## src/rtl/mdr_unit_if.sv

```systemverilog
// Memory port bundle between the MDR stage and the memory.
// The master issues req/we/addr/wdata and the slave answers with ack/rdata.
interface mdr_unit_if #(
   parameter int DATA_WIDTH = 32,
   parameter int ADDR_WIDTH = 9
);
   logic                  mem_req;
   logic                  mem_we;
   logic [ADDR_WIDTH-1:0] mem_addr;
   logic [DATA_WIDTH-1:0] mem_wdata;
   logic [DATA_WIDTH-1:0] mem_rdata;
   logic                  mem_ack;

   modport master (
      output mem_req,
      output mem_we,
      output mem_addr,
      output mem_wdata,
      input  mem_rdata,
      input  mem_ack
   );

   modport slave (
      input  mem_req,
      input  mem_we,
      input  mem_addr,
      input  mem_wdata,
      output mem_rdata,
      output mem_ack
   );
endinterface

```

## src/rtl/mdr_unit.sv

```systemverilog
// Memory Data Register with a single-word req/ack memory sequencer.
// A read acknowledge has priority over a bus load of the MDR.
module mdr_unit #(
   parameter int DATA_WIDTH = 32,
   parameter int ADDR_WIDTH = 9,
   parameter int TIMEOUT    = 255
) (
   input  logic                  clock,
   input  logic                  clear,
   input  logic [DATA_WIDTH-1:0] BusMuxOut,
   input  logic                  MDRin,
   input  logic                  Read,
   input  logic                  mem_start,
   input  logic                  mem_write,
   input  logic [ADDR_WIDTH-1:0] MAR,
   mdr_unit_if.master            mem,
   output logic [DATA_WIDTH-1:0] BusMuxInMDR,
   output logic                  mem_busy,
   output logic                  mem_done,
   output logic                  mem_err
);

   typedef enum logic [1:0] {
      IDLE,
      BUSY,
      DONE,
      ERR
   } state_t;

   localparam logic [7:0] LP_LAST = 8'(TIMEOUT - 1);

   state_t                r_state;
   logic [7:0]            r_cnt;
   logic [DATA_WIDTH-1:0] r_mdr;
   logic [DATA_WIDTH-1:0] r_wdata;
   logic [ADDR_WIDTH-1:0] r_addr;
   logic                  r_we;
   logic                  r_req;
   logic                  r_busy;
   logic                  r_done;
   logic                  r_err;
   logic                  w_rd_cap;
   logic                  w_bus_ld;

   assign w_rd_cap = (r_state == BUSY) && mem.mem_ack && !r_we;
   assign w_bus_ld = MDRin && !Read;

   always_ff @(posedge clock or negedge clear) begin
      if (!clear) begin
         r_state <= IDLE;
         r_cnt   <= '0;
         r_mdr   <= '0;
         r_wdata <= '0;
         r_addr  <= '0;
         r_we    <= 1'b0;
         r_req   <= 1'b0;
         r_busy  <= 1'b0;
         r_done  <= 1'b0;
         r_err   <= 1'b0;
      end else begin
         if (w_rd_cap)
            r_mdr <= mem.mem_rdata;
         else if (w_bus_ld)
            r_mdr <= BusMuxOut;

         r_done <= 1'b0;
         r_err  <= 1'b0;

         unique case (r_state)
            IDLE: begin
               if (mem_start) begin
                  r_addr  <= MAR;
                  r_we    <= mem_write;
                  r_wdata <= r_mdr;
                  r_cnt   <= '0;
                  r_req   <= 1'b1;
                  r_busy  <= 1'b1;
                  r_state <= BUSY;
               end
            end
            BUSY: begin
               // Ack wins even on the edge where the timeout would fire.
               if (mem.mem_ack) begin
                  r_req   <= 1'b0;
                  r_busy  <= 1'b0;
                  r_done  <= 1'b1;
                  r_state <= DONE;
               end else begin
                  r_cnt <= r_cnt + 8'd1;
                  if (r_cnt == LP_LAST) begin
                     r_req   <= 1'b0;
                     r_busy  <= 1'b0;
                     r_err   <= 1'b1;
                     r_state <= ERR;
                  end
               end
            end
            DONE: r_state <= IDLE;
            ERR:  r_state <= IDLE;
         endcase
      end
   end

   assign mem.mem_req   = r_req;
   assign mem.mem_we    = r_we;
   assign mem.mem_addr  = r_addr;
   assign mem.mem_wdata = r_wdata;
   assign BusMuxInMDR   = r_mdr;
   assign mem_busy      = r_busy;
   assign mem_done      = r_done;
   assign mem_err       = r_err;

endmodule
```

## src/flat_wrapper.sv

```systemverilog
// flat-port wrapper written by rule: the top's interface ports become plain ports
module mdr_unit_flat 
#(
   parameter int DATA_WIDTH = 32,
   parameter int ADDR_WIDTH = 9,
   parameter int TIMEOUT    = 255
)
  (clock, clear, BusMuxOut, MDRin, Read, mem_start, mem_write, MAR, BusMuxInMDR, mem_busy, mem_done, mem_err, mem_mem_req, mem_mem_we, mem_mem_addr, mem_mem_wdata, mem_mem_rdata, mem_mem_ack);
  mdr_unit_if #(.DATA_WIDTH(DATA_WIDTH), .ADDR_WIDTH(ADDR_WIDTH)) mem_i ();
  input  logic clock;
  input  logic clear;
  input  logic [DATA_WIDTH-1:0] BusMuxOut;
  input  logic MDRin;
  input  logic Read;
  input  logic mem_start;
  input  logic mem_write;
  input  logic [ADDR_WIDTH-1:0] MAR;
  output logic [DATA_WIDTH-1:0] BusMuxInMDR;
  output logic mem_busy;
  output logic mem_done;
  output logic mem_err;
  output wire logic [$bits(mem_i.mem_req)-1:0] mem_mem_req;
  output wire logic [$bits(mem_i.mem_we)-1:0] mem_mem_we;
  output wire logic [$bits(mem_i.mem_addr)-1:0] mem_mem_addr;
  output wire logic [$bits(mem_i.mem_wdata)-1:0] mem_mem_wdata;
  input wire logic [$bits(mem_i.mem_rdata)-1:0] mem_mem_rdata;
  input wire logic [$bits(mem_i.mem_ack)-1:0] mem_mem_ack;
  assign mem_mem_req = mem_i.mem_req;
  assign mem_mem_we = mem_i.mem_we;
  assign mem_mem_addr = mem_i.mem_addr;
  assign mem_mem_wdata = mem_i.mem_wdata;
  assign mem_i.mem_rdata = mem_mem_rdata;
  assign mem_i.mem_ack = mem_mem_ack;
  mdr_unit #(.DATA_WIDTH(DATA_WIDTH), .ADDR_WIDTH(ADDR_WIDTH), .TIMEOUT(TIMEOUT)) u_core (.clock(clock), .clear(clear), .BusMuxOut(BusMuxOut), .MDRin(MDRin), .Read(Read), .mem_start(mem_start), .mem_write(mem_write), .MAR(MAR), .mem(mem_i), .BusMuxInMDR(BusMuxInMDR), .mem_busy(mem_busy), .mem_done(mem_done), .mem_err(mem_err));
endmodule
```

## config.mk

```make
export PLATFORM = sky130hd
export DESIGN_NAME = mdr_unit_flat
export DESIGN_NICKNAME = d
export VERILOG_FILES = /design/src/rtl/mdr_unit_if.sv /design/src/rtl/mdr_unit.sv /design/src/flat_wrapper.sv
export SDC_FILE = /design/constraint.sdc
export NUM_CORES = 1
export LEC_CHECK = 0
export BUFFER_PORTS_ARGS = -buffer_cell sky130_fd_sc_hd__buf_2
export CELL_PAD_IN_SITES_DETAIL_PLACEMENT = 1
export CELL_PAD_IN_SITES_GLOBAL_PLACEMENT = 2
export CORE_MARGIN = 1.5
export CORE_UTILIZATION = 29
export CTS_CLUSTER_SIZE = 12
export DETAILED_ROUTE_END_ITERATION = 8
export GPL_TIMING_DRIVEN = 0
export PLACE_DENSITY_LB_ADDON = 0.2
export SYNTH_ARGS = -nofsm -noshare
export SYNTH_HDL_FRONTEND = slang
export SYNTH_SLANG_ARGS = --single-unit
```

## constraint.sdc

```tcl
create_clock -name clock -period 3.2 [get_ports clock]
set_input_delay 0.16 -clock clock [delete_from_list [all_inputs] [get_ports clock]]
set_output_delay 0.16 -clock clock [all_outputs]
set_load 0.01 [all_outputs]
```

==> Word level (Yosys, flattened, before mapping) <==
Index checks and enable logic that the tools add are counted.
{ "op_classes": {"add_sub_neg": 1, "n_mul": 0, "n_div": 0, "magnitude_cmp": 0, "n_eq_ne": 7, "shift": 0, "mux": 18, "bitwise": 0, "reduce_logical": 13} }
{ "op_table": {"columns": ["cell", "n"], "rows": [
  ["$mux W32", 2],
  ["$mux W8", 2],
  ["$pmux W8 S2", 1],
  ["$add A8 B1 Y8 const B", 1],
  ["$eq A8 B8 Y1 const B", 1],
  ["$mux W1", 8],
  ["$mux W2", 3],
  ["$pmux W2 S3", 1],
  ["$reduce_and A3 Y1", 2],
  ["$eq A2 B2 Y1 const B", 2],
  ["$ne A2 B2 Y1 const B", 2],
  ["$reduce_and A2 Y1", 2],
  ["$reduce_bool A2 Y1", 2],
  ["$logic_and A1 B1 Y1", 3],
  ["$ne A3 B3 Y1 const B", 1],
  ["$eq A2 B1 Y1 const B", 1],
  ["$logic_not A1 Y1", 2],
  ["$logic_not A2 Y1", 1],
  ["$pmux W1 S2", 1],
  ["$reduce_or A2 Y1", 1]
]} }
{ "word_totals": {"regBits": 87, "latchBits": 0, "ram_bits": 0, "mem_bits_ro": 0, "input_bits": 80, "wordCells": 48, "n_memories": 0} }

==> Depth between registers and ports, before layout <==
Gate-level depths: netlist (run 1).
{ "depth": {"word_depth": 4, "mapped_depth": 5, "depth_no_buf": 5} }

==> Worst setup path before layout (run 1) <==
No wires, ideal clock.
{ "synth_timing": {"kind": "register -> register", "from": "register u_core.r_state[1]", "to": "register u_core.r_cnt[3]", "arrival_ns": 1.394, "path_slack_ns": 1.728, "path_stages_with_launch": 5, "path_buffers": 1, "cell_sequence": "dfrtp_1 -> or3b_1 -> buf_2 -> or3_1 -> a21oi_1"} }
{ "synth_via": {"elab_chain_len": 3, "word_cells_on_any_way": 7} }
{ "synth_rtl": {"columns": ["item", "line", "source"], "rows": [
  ["start, declared", "mdr_unit.sv:32", "state_t r_state;"],
  ["start signal, assigned", "mdr_unit.sv:50", "r_state <= IDLE;"],
  ["start signal, assigned", "mdr_unit.sv:78", "r_state <= BUSY;"],
  ["start signal, assigned", "mdr_unit.sv:87", "r_state <= DONE;"],
  ["$eq A2 B1 Y1 / $logic_not A2 Y1 (equally long branches)", "mdr_unit.sv:69", "unique case (r_state)"],
  ["$ne A2 B2 Y1 (no line) / $reduce_bool A2 Y1 (equally long branches)", null, null],
  ["$reduce_and A3 Y1 (no line)", null, null],
  ["end signal, assigned", "mdr_unit.sv:89", "r_cnt <= r_cnt + 8'd1;"],
  ["end, declared", "mdr_unit.sv:33", "logic [7:0] r_cnt;"]
]} }
Parallel ways exist; a longest one is shown, timed or not.
A chain may end at the register's enable or synchronous reset.

==> Worst setup path in the final report (run 1) <==
{ "layout_timing": {"from": "register u_core.r_state[1]", "to": "register u_core.r_mdr[0], in the netlist u_core.BusMuxInMDR[0]"} }
{ "layout_via": {"elab_chain_len": 4, "word_cells_on_any_way": 5} }
{ "layout_rtl": {"columns": ["item", "line", "source"], "rows": [
  ["$eq A2 B1 Y1 *", "mdr_unit.sv:45", "assign w_rd_cap = (r_state == BUSY) && mem.mem_ack && !r_we;"],
  ["$logic_and A1 B1 Y1 * (2 in series)", "mdr_unit.sv:45", null],
  ["$mux W32 / $reduce_bool A2 Y1 (equally long branches)", null, null],
  ["end signal, assigned", "mdr_unit.sv:62", "r_mdr <= mem.mem_rdata;"],
  ["end signal, assigned", "mdr_unit.sv:64", "r_mdr <= BusMuxOut;"],
  ["end, declared", "mdr_unit.sv:34", "logic [DATA_WIDTH-1:0] r_mdr;"]
]} }
Mark *: on every way between the ends. The rest lies on a longest branch, timed or not.

==> flow_summary.html, run 1 <==
<table>
<tr><th>Metric</th><th>Value</th></tr>
<tr><th colspan="2">Die</th></tr>
<tr><td>Effective utilization at floorplan</td><td>about 30%</td></tr>
<tr><td>Area enclosed by the die boundary</td><td>around 0.013 mm²</td></tr>
<tr><td>Core area</td><td>about 0.012 mm²</td></tr>
<tr><td>Number of I/O pins</td><td>158</td></tr>
<tr><td>Horizontal extent of the die</td><td>approximately 110 µm</td></tr>
<tr><td>Height of the chip</td><td>115 µm</td></tr>
<tr><td>Floorplan row count</td><td>40</td></tr>
<tr><th colspan="2">STA</th></tr>
<tr><td>Number of pins exceeding their max-slew limit in the final report</td><td>0</td></tr>
<tr><td>Min Tclk post-route</td><td>1.95 ns</td></tr>
<tr><td>Max Clock Skew</td><td>around 0.0076 ns</td></tr>
<tr><td>Period utilisation layout</td><td>about three fifths</td></tr>
<tr><td>Total negative slack</td><td>0 ns</td></tr>
<tr><td>Slew headroom</td><td>around 46%</td></tr>
<tr><td>Number of setup violations in the final report</td><td>0</td></tr>
<tr><td>Slew at the pin closest to its max-slew limit</td><td>0.810 ns</td></tr>
<tr><td>Final Hold Viols</td><td>0</td></tr>
<tr><td>Highest clock frequency the design can meet</td><td>~0.51 GHz</td></tr>
<tr><td>Setup repair after global routing missed its margin</td><td>no</td></tr>
<tr><th colspan="2">Power and ir drop</th></tr>
<tr><td>Worst IR Drop VDD</td><td>about 0.27 mV</td></tr>
<tr><td>Total Power</td><td>~4500 µW</td></tr>
<tr><td>Power density of the placed cells</td><td>just under 900 mW/mm²</td></tr>
<tr><td>Lkg Pwr</td><td>between 0.002 and 0.003 µW</td></tr>
<tr><th colspan="2">Worst setup path</th></tr>
<tr><td>Nature of the critical path endpoint</td><td>register</td></tr>
<tr><td>Launching element type of the critical path</td><td>register</td></tr>
<tr><td>Category of the most critical setup path</td><td>reg2reg</td></tr>
<tr><td>Slowest-stage cell, CP</td><td>sky130_fd_sc_hd__clkbuf_1</td></tr>
<tr><td>Data required time of the worst path</td><td>3.46 ns</td></tr>
<tr><td>Largest incremental delay on the critical path</td><td>between 0.4 and 0.5 ns</td></tr>
<tr><td>Crit-path max FO</td><td>10</td></tr>
<tr><td>Arrival time at the worst endpoint</td><td>2.21 ns</td></tr>
<tr><td>Cell seen most often among critical-path stages</td><td>sky130_fd_sc_hd__clkbuf_1</td></tr>
<tr><td>Critical-path cell list</td><td>nor4bb_1, clkbuf_1, clkbuf_1, nand2_1, o21ai_1</td></tr>
<tr><th colspan="2">Detailed routing</th></tr>
<tr><td>Post-route ant nets</td><td>0</td></tr>
<tr><td>Routed WL per cell</td><td>around 15 µm</td></tr>
<tr><td>DRT Wirelength</td><td>~11 mm</td></tr>
<tr><td>Iter 0 DRT Violations</td><td>just over 90</td></tr>
<tr><td>Number of detailed-route iterations in the first pass</td><td>4</td></tr>
<tr><td>Via count</td><td>3222</td></tr>
<tr><td># DRC</td><td>0</td></tr>
<tr><td>Via density per instance</td><td>roughly 4.5</td></tr>
<tr><th colspan="2">Clocking</th></tr>
<tr><td># Post-CTS Setup Buffers</td><td>0</td></tr>
<tr><td>Number of CTS-inserted buffers</td><td>9</td></tr>
<tr><td>Number of sinks on the clock net</td><td>87</td></tr>
<tr><td>Source-to-sink clock delay at the later pin of the worst-skew pair</td><td>~0.34 ns</td></tr>
<tr><td>Post-CTS resize count</td><td>0</td></tr>
<tr><td>Clk slew on worst S/H paths</td><td>0.06 ns</td></tr>
<tr><td>Hold buffer count at CTS</td><td>6</td></tr>
<tr><td>Number of levels in the clock H-tree</td><td>3</td></tr>
<tr><td>CTS tree</td><td>done</td></tr>
<tr><td>Number of buffers on the longest clock path</td><td>2</td></tr>
<tr><td>Clk root buf</td><td>sky130_fd_sc_hd__clkbuf_16</td></tr>
<tr><th colspan="2">Final layout</th></tr>
<tr><td>Count of nets after finishing</td><td>633</td></tr>
<tr><td>Commonest non-fill, non-tap cell in the layout</td><td>sky130_fd_sc_hd__nand2_1</td></tr>
<tr><td>Final Non-Filler Cells</td><td>~720</td></tr>
<tr><td>Layout area overhead</td><td>39.6%</td></tr>
<tr><td>Most frequent cells in the layout</td><td>sky130_fd_sc_hd__nand2_1, sky130_fd_sc_hd__buf_2, sky130_fd_sc_hd__dfrtp_1</td></tr>
<tr><td>Layout cells sized above 1</td><td>roughly 32%</td></tr>
<tr><td>Antenna Diode Count</td><td>0</td></tr>
<tr><td>Fillers</td><td>around 1500</td></tr>
<tr><td>Area taken by multi-input logic gates</td><td>0.00135 mm²</td></tr>
<tr><td>Sequential cell area</td><td>roughly 0.0022 mm²</td></tr>
<tr><th colspan="2">Synth</th></tr>
<tr><td>Average footprint of a synthesized cell</td><td>slightly below 10 µm²</td></tr>
<tr><td>Number of enable flip-flop cells after synthesis</td><td>0</td></tr>
<tr><td>Proportion of register bits with asynchronous set or reset after synthesis</td><td>100%</td></tr>
<tr><td>Sequential-to-total area share from yosys stat</td><td>60.1%</td></tr>
<tr><td>Most common flop cell mapped by yosys</td><td>sky130_fd_sc_hd__dfrtp_1</td></tr>
<tr><td>Yosys warnings</td><td>0</td></tr>
<tr><td>Post-synth design cell area</td><td>0.00362 mm²</td></tr>
<tr><td>Cells after synthesis</td><td>approximately 380</td></tr>
<tr><td>#FFs+latches synth</td><td>just under 90</td></tr>
<tr><td>Net count after synthesis</td><td>roughly 460</td></tr>
<tr><td>Count of different cell masters after synthesis</td><td>28</td></tr>
<tr><th colspan="2">Placement</th></tr>
<tr><td>Number of port buffers</td><td>157</td></tr>
<tr><td>Detail Placement HPWL</td><td>around 7.8 mm</td></tr>
<tr><td>Post-placement cell count</td><td>702</td></tr>
<tr><td>RD Place Congestion</td><td>roughly 0.70</td></tr>
<tr><th colspan="2">Global routing</th></tr>
<tr><td>Number of global-route vias before repair</td><td>roughly 3400</td></tr>
<tr><td>Global-route wire length before repair</td><td>17.4 mm</td></tr>
<tr><td>Maximum number of pins on one net before global-route repair</td><td>48</td></tr>
<tr><td>Number of antenna violations at the first check in global routing</td><td>0</td></tr>
<tr><td>Remaining Overflow, GRT</td><td>0</td></tr>
<tr><td>Overall fraction of global-route tracks in use</td><td>around 17%</td></tr>
<tr><th colspan="2">Run</th></tr>
<tr><td>Number of maximum-capacitance constraint violations</td><td>0</td></tr>
<tr><th colspan="2">Min path</th></tr>
<tr><td>Class of the tightest hold or removal check</td><td>in2reg</td></tr>
<tr><th colspan="2">Status</th></tr>
<tr><td>Result of the run</td><td>finished, final reports clean</td></tr>
</table>
[cell usage after synthesis (3+ instances only)]
cell type                  count  area share, %
sky130_fd_sc_hd__nand2_1     161             17
sky130_fd_sc_hd__clkbuf_1     16            1.7
sky130_fd_sc_hd__nand3_1       4           0.55
sky130_fd_sc_hd__a21oi_1       6           0.83
sky130_fd_sc_hd__buf_2         3           0.41
sky130_fd_sc_hd__dfrtp_1      87             60
sky130_fd_sc_hd__or3_1         3           0.52
sky130_fd_sc_hd__buf_1         3           0.31
sky130_fd_sc_hd__o21ai_1      35            4.8
sky130_fd_sc_hd__mux2i_1      32            8.8
[through the flow]
stage	setup slack (ns)	hold WS, ns	area (µm²)	util, %
4_1_cts	1.22	0.00242	5050	41.7
3_3_place_gp	1.09	0.352	4620	38.1
5_1_grt	1.06	0.0193	5050	41.7
2_1_floorplan	1.73	-0.136	3620	-
6_report	1.25	0.0173	5050	41.7
3_5_place_dp	1.25	0.188	4650	38.4
[critical path, delay by kind of cell (launching register included)]
kind | cells | cell delay (ns)
buffers and inverters | 2 | 0.89
and+or+nand+nor | 2 | 0.45
DFF | 1 | 0.43
AOI/OAI and AO/OA | 1 | 0.10
[logic make-up after synthesis]
group	share of synthesized area, %
DFF	60.1
muxes	8.85
AOI/OAI and AO/OA	6.57
buffers and inverters	2.70
adders and majority gates	0.691
and+or+nand+nor	20.8
xor gates and xnor gates	0.242
[registers in the layout, summed over array words and instances, names as in the netlist]
register,cells
u_core.mem.mem_we,1
u_core.BusMuxInMDR,32
u_core.mem_done,1
u_core.r_state,2
u_core.mem.mem_wdata,32
u_core.mem_err,1
u_core.mem.mem_req,1
u_core.mem.mem_addr,9
u_core.r_cnt,8
[worst paths after layout]
| kind | from | endpoint | slack [ns] | cells past startpoint |
|---|---|---|---|---|
| hold / removal | MAR[2] | u_core.mem.mem_addr[2] | 0.02 | 3 |
| setup / recovery | u_core.r_state[1] | u_core.BusMuxInMDR[0] | 1.25 | 5 |
| max in group asynchronous | clear | u_core.BusMuxInMDR[30] | 2.22 | 3 |
| min in group asynchronous | clear | u_core.BusMuxInMDR[4] | 0.35 | 2 |
| hold reg to reg | u_core.mem.mem_wdata[20] | u_core.mem.mem_wdata[20] | 0.47 | 2 |
| setup reg to reg | u_core.r_state[1] | u_core.BusMuxInMDR[0] | 1.25 | 5 |
[final cells by class]
class                   instances  area share [%]
well taps                     168            4.16
clock inverters                 6            2.13
multi-input cells             265            26.6
clock buffers                  10            4.73
repair buffers                164            17.3
inverters                       1          0.0743
flip-flops and latches         87            43.1
plain buffers                  23            1.86
[routing by layer]
metal | vias to the layer above | share of wire (%) | global-route usage, %
met3 | 10 | 6.0 | 4.32
met1 | 1540 | 45 | 22.3
met4 | 0 | 1.6 | 6.67
li1 | 1580 | - | -
met2 | 92 | 48 | 28.3
met5 | - | 0 | 0
[where the power goes]
group	leakage [µW]	internal, µW	switching, µW	total, µW
sequential	0.00108	1550	294	1840
clock	0.000168	781	427	1210
combinational	0.00149	606	857	1460
(Power assumes the default switching activity.)
==> inputs of run 2 (changes only) <==
Settings changed: CORE_UTILIZATION 29 to 27.
Clock period 3.2 ns to 2 ns, I/O delays scaled along.
==> run 2 against run 1 <==
Register-to-register slack worse by 1.0 ns. Sequential share of layout area down 2.7 points. Non-clock buffer count up 37. First-iteration DRC count up 42%. Via count up 4.2%. Maximum frequency up 11%. Clock power up 41%. Combinational power up 65%. Sequential power up 60%. Largest power group unchanged.
==> flow_summary.html, run 2 (same netlist as run 1, synthesis figures left out) <==
<table>
<tr><th>Metric</th><th>Value</th></tr>
<tr><th colspan="2">Status</th></tr>
<tr><td>Result of the run</td><td>finished, final reports clean</td></tr>
<tr><th colspan="2">Clocking</th></tr>
<tr><td># Post-CTS Setup Buffers</td><td>0 (unchanged)</td></tr>
<tr><td>Number of sinks on the clock net</td><td>87 (unchanged)</td></tr>
<tr><td>Number of buffers on the longest clock path</td><td>2 (unchanged)</td></tr>
<tr><td>Number of CTS-inserted buffers</td><td>9 (unchanged)</td></tr>
<tr><td>Clk slew on worst S/H paths</td><td>0.06 ns (about the same)</td></tr>
<tr><td>CTS tree</td><td>done</td></tr>
<tr><td>Number of levels in the clock H-tree</td><td>3 (unchanged)</td></tr>
<tr><td>Clk root buf</td><td>sky130_fd_sc_hd__clkbuf_16</td></tr>
<tr><td>Source-to-sink clock delay at the later pin of the worst-skew pair</td><td>0.34 ns (about the same)</td></tr>
<tr><th colspan="2">Min path</th></tr>
<tr><td>Class of the tightest hold or removal check</td><td>in2reg</td></tr>
<tr><th colspan="2">Worst setup path</th></tr>
<tr><td>Data required time of the worst path</td><td>2.28 ns (-1.18 ns)</td></tr>
<tr><td>Dominant delay contributor by cell family on the critical path</td><td>buffers and inverters</td></tr>
<tr><td>Crit-path max FO</td><td>10 (unchanged)</td></tr>
<tr><td>Nature of the critical path endpoint</td><td>register</td></tr>
<tr><td>Launching element type of the critical path</td><td>register</td></tr>
<tr><td>Cell seen most often among critical-path stages</td><td>sky130_fd_sc_hd__nand2_1</td></tr>
<tr><td>Critical-path cell list</td><td>nor3b_1, clkbuf_2, buf_2, nand2_1, nand2_1</td></tr>
<tr><td>Largest incremental delay on the critical path</td><td>0.47 ns (about the same)</td></tr>
<tr><td>Arrival time at the worst endpoint</td><td>2.04 ns (-0.17 ns)</td></tr>
<tr><td>WP buf/inv</td><td>2 (unchanged)</td></tr>
<tr><td>Category of the most critical setup path</td><td>reg2reg</td></tr>
<tr><td>Slowest-stage cell, CP</td><td>sky130_fd_sc_hd__nor3b_1</td></tr>
<tr><th colspan="2">Global routing</th></tr>
<tr><td>Overall fraction of global-route tracks in use</td><td>17.5% (+0.20 points)</td></tr>
<tr><td>Number of global-route vias before repair</td><td>3720 (+9.3%)</td></tr>
<tr><td>Maximum number of pins on one net before global-route repair</td><td>49 (+2.1%)</td></tr>
<tr><td>Number of antenna violations at the first check in global routing</td><td>0 (unchanged)</td></tr>
<tr><td>Global-route wire length before repair</td><td>19.0 mm (+9.5%)</td></tr>
<tr><td>Remaining Overflow, GRT</td><td>0 (unchanged)</td></tr>
<tr><th colspan="2">Final layout</th></tr>
<tr><td>Layout cells sized above 1</td><td>31.1% (-0.93 points)</td></tr>
<tr><td>Final Non-Filler Cells</td><td>768 (+6.1%)</td></tr>
<tr><td>Most frequent cells in the layout</td><td>sky130_fd_sc_hd__nand2_1, sky130_fd_sc_hd__buf_2, sky130_fd_sc_hd__dfrtp_1</td></tr>
<tr><td>Antenna Diode Count</td><td>0 (unchanged)</td></tr>
<tr><td>Area taken by multi-input logic gates</td><td>0.00135 mm² (unchanged)</td></tr>
<tr><td>Sequential cell area</td><td>0.00218 mm² (unchanged)</td></tr>
<tr><td>Commonest non-fill, non-tap cell in the layout</td><td>sky130_fd_sc_hd__nand2_1</td></tr>
<tr><td>Fillers</td><td>1588 (+7.4%)</td></tr>
<tr><td>Post-route core utilization</td><td>40.9% (-0.83 points)</td></tr>
<tr><td>Count of nets after finishing</td><td>670 (+5.8%)</td></tr>
<tr><td>Layout area overhead</td><td>49.0%</td></tr>
<tr><td>Final instance area</td><td>0.00539 mm² (+6.7%)</td></tr>
<tr><th colspan="2">Die</th></tr>
<tr><td>Horizontal extent of the die</td><td>119 µm (+3.5%)</td></tr>
<tr><td>Core area</td><td>0.0132 mm² (+8.9%)</td></tr>
<tr><td>Effective utilization at floorplan</td><td>27.5% (-2.4 points)</td></tr>
<tr><td>Area enclosed by the die boundary</td><td>0.0141 mm² (+7.2%)</td></tr>
<tr><td>Floorplan row count</td><td>42 (+5.0%)</td></tr>
<tr><td>Height of the chip</td><td>119 µm (+3.5%)</td></tr>
<tr><td>Number of I/O pins</td><td>158 (unchanged)</td></tr>
<tr><th colspan="2">Placement</th></tr>
<tr><td>Post-placement cell count</td><td>710 (+1.1%)</td></tr>
<tr><td>RD Place Congestion</td><td>0.708 (+1.8%)</td></tr>
<tr><td>Placed Area</td><td>0.00466 mm² (+0.22%)</td></tr>
<tr><td>Detail Placement HPWL</td><td>7.89 mm (+0.88%)</td></tr>
<tr><td>Number of port buffers</td><td>157 (unchanged)</td></tr>
<tr><th colspan="2">STA</th></tr>
<tr><td>Final Hold Viols</td><td>0 (unchanged)</td></tr>
<tr><td>Min Tclk post-route</td><td>1.75 ns (-0.191 ns)</td></tr>
<tr><td>Slew headroom</td><td>43.2% (-2.8 points)</td></tr>
<tr><td>Max Clock Skew</td><td>0.00644 ns (-0.00114 ns)</td></tr>
<tr><td>Slew at the pin closest to its max-slew limit</td><td>0.852 ns (+0.0422 ns)</td></tr>
<tr><td>Smallest hold slack</td><td>0.0234 ns (+0.00614 ns)</td></tr>
<tr><td>Number of setup violations in the final report</td><td>0 (unchanged)</td></tr>
<tr><td>Setup repair after global routing missed its margin</td><td>no</td></tr>
<tr><td>Number of pins exceeding their max-slew limit in the final report</td><td>0 (unchanged)</td></tr>
<tr><td>Period utilisation layout</td><td>87.7% (+27 points)</td></tr>
<tr><td>Highest clock frequency the design can meet</td><td>0.570 GHz (+11%)</td></tr>
<tr><td>Total negative slack</td><td>0 ns (unchanged)</td></tr>
<tr><th colspan="2">Run</th></tr>
<tr><td>Number of maximum-capacitance constraint violations</td><td>0 (unchanged)</td></tr>
<tr><th colspan="2">Detailed routing</th></tr>
<tr><td>DRT Wirelength</td><td>11.6 mm (+8.4%)</td></tr>
<tr><td>Routed WL per cell</td><td>15.1 µm (+2.2%)</td></tr>
<tr><td>Iter 0 DRT Violations</td><td>129 (+42%)</td></tr>
<tr><td>Via density per instance</td><td>4.37 (-1.8%)</td></tr>
<tr><td>Post-route ant nets</td><td>0 (unchanged)</td></tr>
<tr><td>Via count</td><td>3358 (+4.2%)</td></tr>
<tr><td># DRC</td><td>0 (unchanged)</td></tr>
<tr><td>Number of detailed-route iterations in the first pass</td><td>4 (unchanged)</td></tr>
<tr><th colspan="2">Power and ir drop</th></tr>
<tr><td>Lkg Pwr</td><td>0.00290 µW (+5.9%)</td></tr>
<tr><td>Power density of the placed cells</td><td>1310 mW/mm² (+47%)</td></tr>
<tr><td>Worst IR Drop VDD</td><td>0.618 mV (+130%)</td></tr>
</table>
-- run 2: cell count changes in the layout (fill, tap and decap cells not counted) --
cell                            before  now
sky130_fd_sc_hd__clkbuf_8            1    2
sky130_fd_sc_hd__bufinv_16           3    1
sky130_fd_sc_hd__clkinv_2            2    3
sky130_fd_sc_hd__clkbuf_2            0    7
sky130_fd_sc_hd__clkinvlp_4          1    0
sky130_fd_sc_hd__clkbuf_1           16    9
sky130_fd_sc_hd__dlygate4sd3_1       6   43
-- run 2: worst register-to-register path, delay by kind of cell, from the launching register on --
| kind | cells | cell delay, ns |
|---|---|---|
| DFF | 1 | 0.42 |
| and+or+nand+nor | 3 | 0.63 |
| buffers and inverters | 2 | 0.65 |
-- run 2: repair_timing --
| action | in CTS | in global routing |
|---|---|---|
| endpoints found under the setup margin | 1 | 32 |
| endpoints found under the hold margin | 81 | 0 |
| cloned | 0 | 0 |
| hold buffers | 43 | 0 |
| gates resized for setup | 1 | 12 |
| pin swaps | 0 | 0 |
-- run 2: through the flow --
stage / power [µW] / worst slack, ns
final: 7080 / 0.246
after global routing: 7600 / 0.0354
after CTS: 7200 / 0.0104
after detailed placement: 5380 / 0.0161
after global placement: 5300 / -0.0699
after floorplan: 4140 / 0.528
-- run 2: path summary, 6_finish.rpt --
| check | from | to | slack, ns | depth (start not counted) |
|---|---|---|---|---|
| hold reg to reg | u_core.mem.mem_wdata[28] | u_core.mem.mem_wdata[28] | 0.47 | 2 |
| setup / recovery | u_core.r_state[0] | u_core.mem.mem_addr[0] | 0.25 | 5 |
| hold / removal | BusMuxOut[8] | u_core.BusMuxInMDR[8] | 0.02 | 3 |
| min in group asynchronous | clear | u_core.BusMuxInMDR[7] | 0.28 | 2 |
| max in group asynchronous | clear | u_core.mem.mem_wdata[26] | 1.08 | 3 |
| setup reg to reg | u_core.r_state[0] | u_core.mem.mem_addr[0] | 0.25 | 5 |
-- run 2: area by class of cell --
| cell class | count | share of cell area [%] |
|---|---|---|
| Inverter | 1 | 0.0696 |
| Clock inverter | 4 | 0.835 |
| Multi-Input combinational cell | 265 | 25.0 |
| Buffer | 23 | 1.90 |
| Timing Repair Buffer | 201 | 23.1 |
| Sequential cell | 87 | 40.4 |
| Tap cell | 176 | 4.08 |
| Clock buffer | 11 | 4.69 |
-- run 2: where the power goes --
group          switching, µW  internal [µW]
Sequential               477           2480
Clock                    687           1020
Combinational           1390           1020
-- run 2: layer usage --
metal / track usage, % / up-vias / wire [µm]
li1: - / 1648 / -
met1: 20.0 / 1618 / 4850
met2: 31.3 / 79 / 6040
met3: 5.36 / 13 / 517
met4: 5.65 / 0 / 216
met5: 0 / - / 0
==> inputs of run 3 (changes only) <==
Settings changed: CORE_MARGIN 1.5 to not set.
==> run 3 against run 2 <==
Wire length down 4.5%. Clock skew down 0.0021 ns. Power up 1.5%. Die area down 1.7%. Global-route usage down 0.36 points. Clock-buffer cell count up 2. Critical endpoint is now u_core.mem.mem_wdata[5]. Design area up 0.42%. Setup slack better by 0.047 ns. Maximum frequency up 2.8%.
==> flow_summary.html, run 3 (same netlist as run 1, synthesis figures left out) <==
<table>
<tr><th>Metric</th><th>Value</th></tr>
<tr><th colspan="2">Global routing</th></tr>
<tr><td>GR Layer Usage met2</td><td>28.5% (-2.8 points)</td></tr>
<tr><td>Maximum number of pins on one net before global-route repair</td><td>47 (-4.1%)</td></tr>
<tr><td>Layer with the highest usage</td><td>met2</td></tr>
<tr><td>Number of antenna violations at the first check in global routing</td><td>0 (unchanged)</td></tr>
<tr><td>Global-route wire length before repair</td><td>18.7 mm (-1.6%)</td></tr>
<tr><td>Remaining Overflow, GRT</td><td>0 (unchanged)</td></tr>
<tr><td>Overall fraction of global-route tracks in use</td><td>17.2% (-0.36 points)</td></tr>
<tr><td>Met1 usage</td><td>21.8% (+1.8 points)</td></tr>
<tr><td>Met3 GRT Util</td><td>4.31% (-1.0 points)</td></tr>
<tr><td>Number of global-route vias before repair</td><td>3665 (-1.5%)</td></tr>
<tr><th colspan="2">Worst setup path</th></tr>
<tr><td>Critical-path cell list</td><td>or3b_1, clkbuf_1, clkbuf_1, nand2_1, nand2_1</td></tr>
<tr><td>Largest incremental delay on the critical path</td><td>0.42 ns (-0.05 ns)</td></tr>
<tr><td>Data required time of the worst path</td><td>2.23 ns (-0.05 ns)</td></tr>
<tr><td>Critical register-to-register path startpoint</td><td>u_core.r_state[0]</td></tr>
<tr><td>Length in cells of the worst reg-to-reg path</td><td>5 (unchanged)</td></tr>
<tr><td>Crit-path max FO</td><td>10 (unchanged)</td></tr>
<tr><td>Category of the most critical setup path</td><td>reg2reg</td></tr>
<tr><td>Slowest-stage cell, CP</td><td>sky130_fd_sc_hd__dfrtp_1</td></tr>
<tr><td>Setup slack of the worst register-to-register path</td><td>0.29 ns (+0.05 ns)</td></tr>
<tr><td>Nature of the critical path endpoint</td><td>register</td></tr>
<tr><td>Launching element type of the critical path</td><td>register</td></tr>
<tr><td>Arrival time at the worst endpoint</td><td>1.94 ns (-0.10 ns)</td></tr>
<tr><td>Reg-to-reg endpoint</td><td>u_core.mem.mem_wdata[5]</td></tr>
<tr><th colspan="2">Die</th></tr>
<tr><td>Core area</td><td>0.0128 mm² (-2.8%)</td></tr>
<tr><td>Area enclosed by the die boundary</td><td>0.0139 mm² (-1.7%)</td></tr>
<tr><td>Effective utilization at floorplan</td><td>28.2% (+0.78 points)</td></tr>
<tr><td>Horizontal extent of the die</td><td>118 µm (-0.84%)</td></tr>
<tr><td>Number of I/O pins</td><td>158 (unchanged)</td></tr>
<tr><td>Height of the chip</td><td>118 µm (-0.84%)</td></tr>
<tr><td>Floorplan row count</td><td>41 (-2.4%)</td></tr>
<tr><th colspan="2">STA</th></tr>
<tr><td>Slew headroom</td><td>45.7% (+2.5 points)</td></tr>
<tr><td>Period utilisation layout</td><td>85.4% (-2.4 points)</td></tr>
<tr><td>Min Tclk post-route</td><td>1.71 ns (-0.0471 ns)</td></tr>
<tr><td>Post-layout worst setup margin</td><td>0.293 ns (+0.0471 ns)</td></tr>
<tr><td>Number of setup violations in the final report</td><td>0 (unchanged)</td></tr>
<tr><td>Max Clock Skew</td><td>0.00437 ns (-0.00207 ns)</td></tr>
<tr><td>Slew at the pin closest to its max-slew limit</td><td>0.814 ns (-0.0382 ns)</td></tr>
<tr><td>Final Hold Viols</td><td>0 (unchanged)</td></tr>
<tr><td>Highest clock frequency the design can meet</td><td>0.586 GHz (+2.8%)</td></tr>
<tr><td>Number of pins exceeding their max-slew limit in the final report</td><td>0 (unchanged)</td></tr>
<tr><td>Setup repair after global routing missed its margin</td><td>no</td></tr>
<tr><th colspan="2">Clocking</th></tr>
<tr><td>Number of CTS-inserted buffers</td><td>9 (unchanged)</td></tr>
<tr><td>CTS tree</td><td>done</td></tr>
<tr><td>Clk root buf</td><td>sky130_fd_sc_hd__clkbuf_16</td></tr>
<tr><td>Number of buffers on the longest clock path</td><td>2 (unchanged)</td></tr>
<tr><td>Source-to-sink clock delay at the later pin of the worst-skew pair</td><td>0.34 ns (about the same)</td></tr>
<tr><td>Number of sinks on the clock net</td><td>87 (unchanged)</td></tr>
<tr><td># Post-CTS Setup Buffers</td><td>0 (unchanged)</td></tr>
<tr><td>Clk slew on worst S/H paths</td><td>0.06 ns (about the same)</td></tr>
<tr><td>Number of levels in the clock H-tree</td><td>3 (unchanged)</td></tr>
<tr><th colspan="2">Placement</th></tr>
<tr><td>Post-placement cell count</td><td>706 (-0.56%)</td></tr>
<tr><td>RD Place Congestion</td><td>0.723 (+2.0%)</td></tr>
<tr><td>Number of port buffers</td><td>157 (unchanged)</td></tr>
<tr><td>Detail Placement HPWL</td><td>7.77 mm (-1.5%)</td></tr>
<tr><td>Place WS</td><td>0.0293 ns (+0.0132 ns)</td></tr>
<tr><th colspan="2">Detailed routing</th></tr>
<tr><td>Via density per instance</td><td>4.42 (+1.1%)</td></tr>
<tr><td>Routed WL per cell</td><td>14.5 µm (-4.2%)</td></tr>
<tr><td>Post-route ant nets</td><td>0 (unchanged)</td></tr>
<tr><td>Iter 0 DRT Violations</td><td>89 (-31%)</td></tr>
<tr><td>DRT Wirelength</td><td>11.1 mm (-4.5%)</td></tr>
<tr><td>Via count</td><td>3382 (+0.71%)</td></tr>
<tr><td># DRC</td><td>0 (unchanged)</td></tr>
<tr><td>Number of detailed-route iterations in the first pass</td><td>4 (unchanged)</td></tr>
<tr><th colspan="2">Final layout</th></tr>
<tr><td>Antenna Diode Count</td><td>0 (unchanged)</td></tr>
<tr><td>Commonest non-fill, non-tap cell in the layout</td><td>sky130_fd_sc_hd__nand2_1</td></tr>
<tr><td>Sequential cell area</td><td>0.00218 mm² (unchanged)</td></tr>
<tr><td>Area taken by multi-input logic gates</td><td>0.00135 mm² (unchanged)</td></tr>
<tr><td>Most frequent cells in the layout</td><td>sky130_fd_sc_hd__nand2_1, sky130_fd_sc_hd__buf_2, sky130_fd_sc_hd__dfrtp_1</td></tr>
<tr><td>Layout area overhead</td><td>49.6%</td></tr>
<tr><td>Final Non-Filler Cells</td><td>765 (-0.39%)</td></tr>
<tr><td>Layout cells sized above 1</td><td>30.9% (-0.22 points)</td></tr>
<tr><td>Fillers</td><td>1538 (-3.1%)</td></tr>
<tr><td>Post-route core utilization</td><td>42.2% (+1.3 points)</td></tr>
<tr><td>Count of nets after finishing</td><td>670 (unchanged)</td></tr>
<tr><th colspan="2">Power and ir drop</th></tr>
<tr><td>Power density of the placed cells</td><td>1330 mW/mm² (+1.0%)</td></tr>
<tr><td>Total Power</td><td>7180 µW (+1.5%)</td></tr>
<tr><td>Worst IR Drop VDD</td><td>0.465 mV (-25%)</td></tr>
<tr><td>Lkg Pwr</td><td>0.00291 µW (+0.30%)</td></tr>
<tr><th colspan="2">Min path</th></tr>
<tr><td>Worst hold path stage count</td><td>3 (unchanged)</td></tr>
<tr><td>Endpoint with the worst hold slack</td><td>u_core.BusMuxInMDR[20]</td></tr>
<tr><td>Class of the tightest hold or removal check</td><td>in2reg</td></tr>
<tr><td>Min-delay src</td><td>BusMuxOut[20]</td></tr>
<tr><th colspan="2">Run</th></tr>
<tr><td>Number of maximum-capacitance constraint violations</td><td>0 (unchanged)</td></tr>
<tr><th colspan="2">Status</th></tr>
<tr><td>Result of the run</td><td>finished, final reports clean</td></tr>
</table>
-- run 3: cell count changes in the layout (fill, tap and decap cells not counted) --
| cell | previous run | this run |
|---|---|---|
| sky130_fd_sc_hd__clkinv_2 | 3 | 1 |
| sky130_fd_sc_hd__clkbuf_1 | 9 | 11 |
| sky130_fd_sc_hd__bufinv_16 | 1 | 2 |
-- run 3: worst max-delay path: cells and delay by family (launching register included) --
family                 cells  cell delay [ns]
AND/OR/NAND/NOR            3             0.61
buffers and inverters      2             0.56
flip-flops                 1             0.42
-- run 3: final cells by class --
cell class / count / area share, %
inverter: 1 / 0.0693
buffer: 23 / 1.89
tap: 172 / 3.97
timing repair buffer: 201 / 23.0
clock inverter: 3 / 1.20
clock buffer: 13 / 4.80
multi-input combinational: 265 / 24.9
sequential: 87 / 40.2
-- run 3: worst max path at each step --
stage	startpoint	end	slack [ns]	cells after the start
2_1_floorplan	u_core.r_state[1]	u_core.r_cnt[3]	0.53	4
3_3_place_gp	clear	u_core.BusMuxInMDR[25]	-0.06	1
3_5_place_dp	u_core.r_state[0]	u_core.mem.mem_wdata[26]	0.03	5
4_1_cts	u_core.r_state[1]	u_core.mem.mem_wdata[28]	0.04	5
5_1_grt	u_core.r_state[1]	u_core.mem.mem_wdata[5]	0.06	5
6_report	u_core.r_state[0]	u_core.mem.mem_wdata[5]	0.29	5
-- run 3: routing by layer --
layer  routed length, µm  part of all wire [%]
met3                 604                   5.4
met1                5070                    46
met4                 141                   1.3
met2                5280                    48
met5                   0                     0
-- run 3: power breakdown --
part           leakage (µW)  switching [µW]  internal (µW)
combinational       0.00167            1370           1020
sequential          0.00108             485           2480
clock              0.000160             667           1160
-- run 3: what timing repair did --
item,CTS,global route
endpoints found under the setup margin,0,42
gates resized for setup,0,14
hold buffers,43,0
endpoints found under the hold margin,83,0
-- run 3: through the flow --
step | area (µm²) | hold WS, ns | setup TNS, ns
2_1_floorplan | 3620 | -0.196 | 0
3_3_place_gp | 4620 | 0.291 | -4.77
3_5_place_dp | 4650 | 0.143 | 0
4_1_cts | 5410 | 0.0216 | 0
5_1_grt | 5420 | 0.0288 | 0
6_report | 5420 | 0.0329 | 0
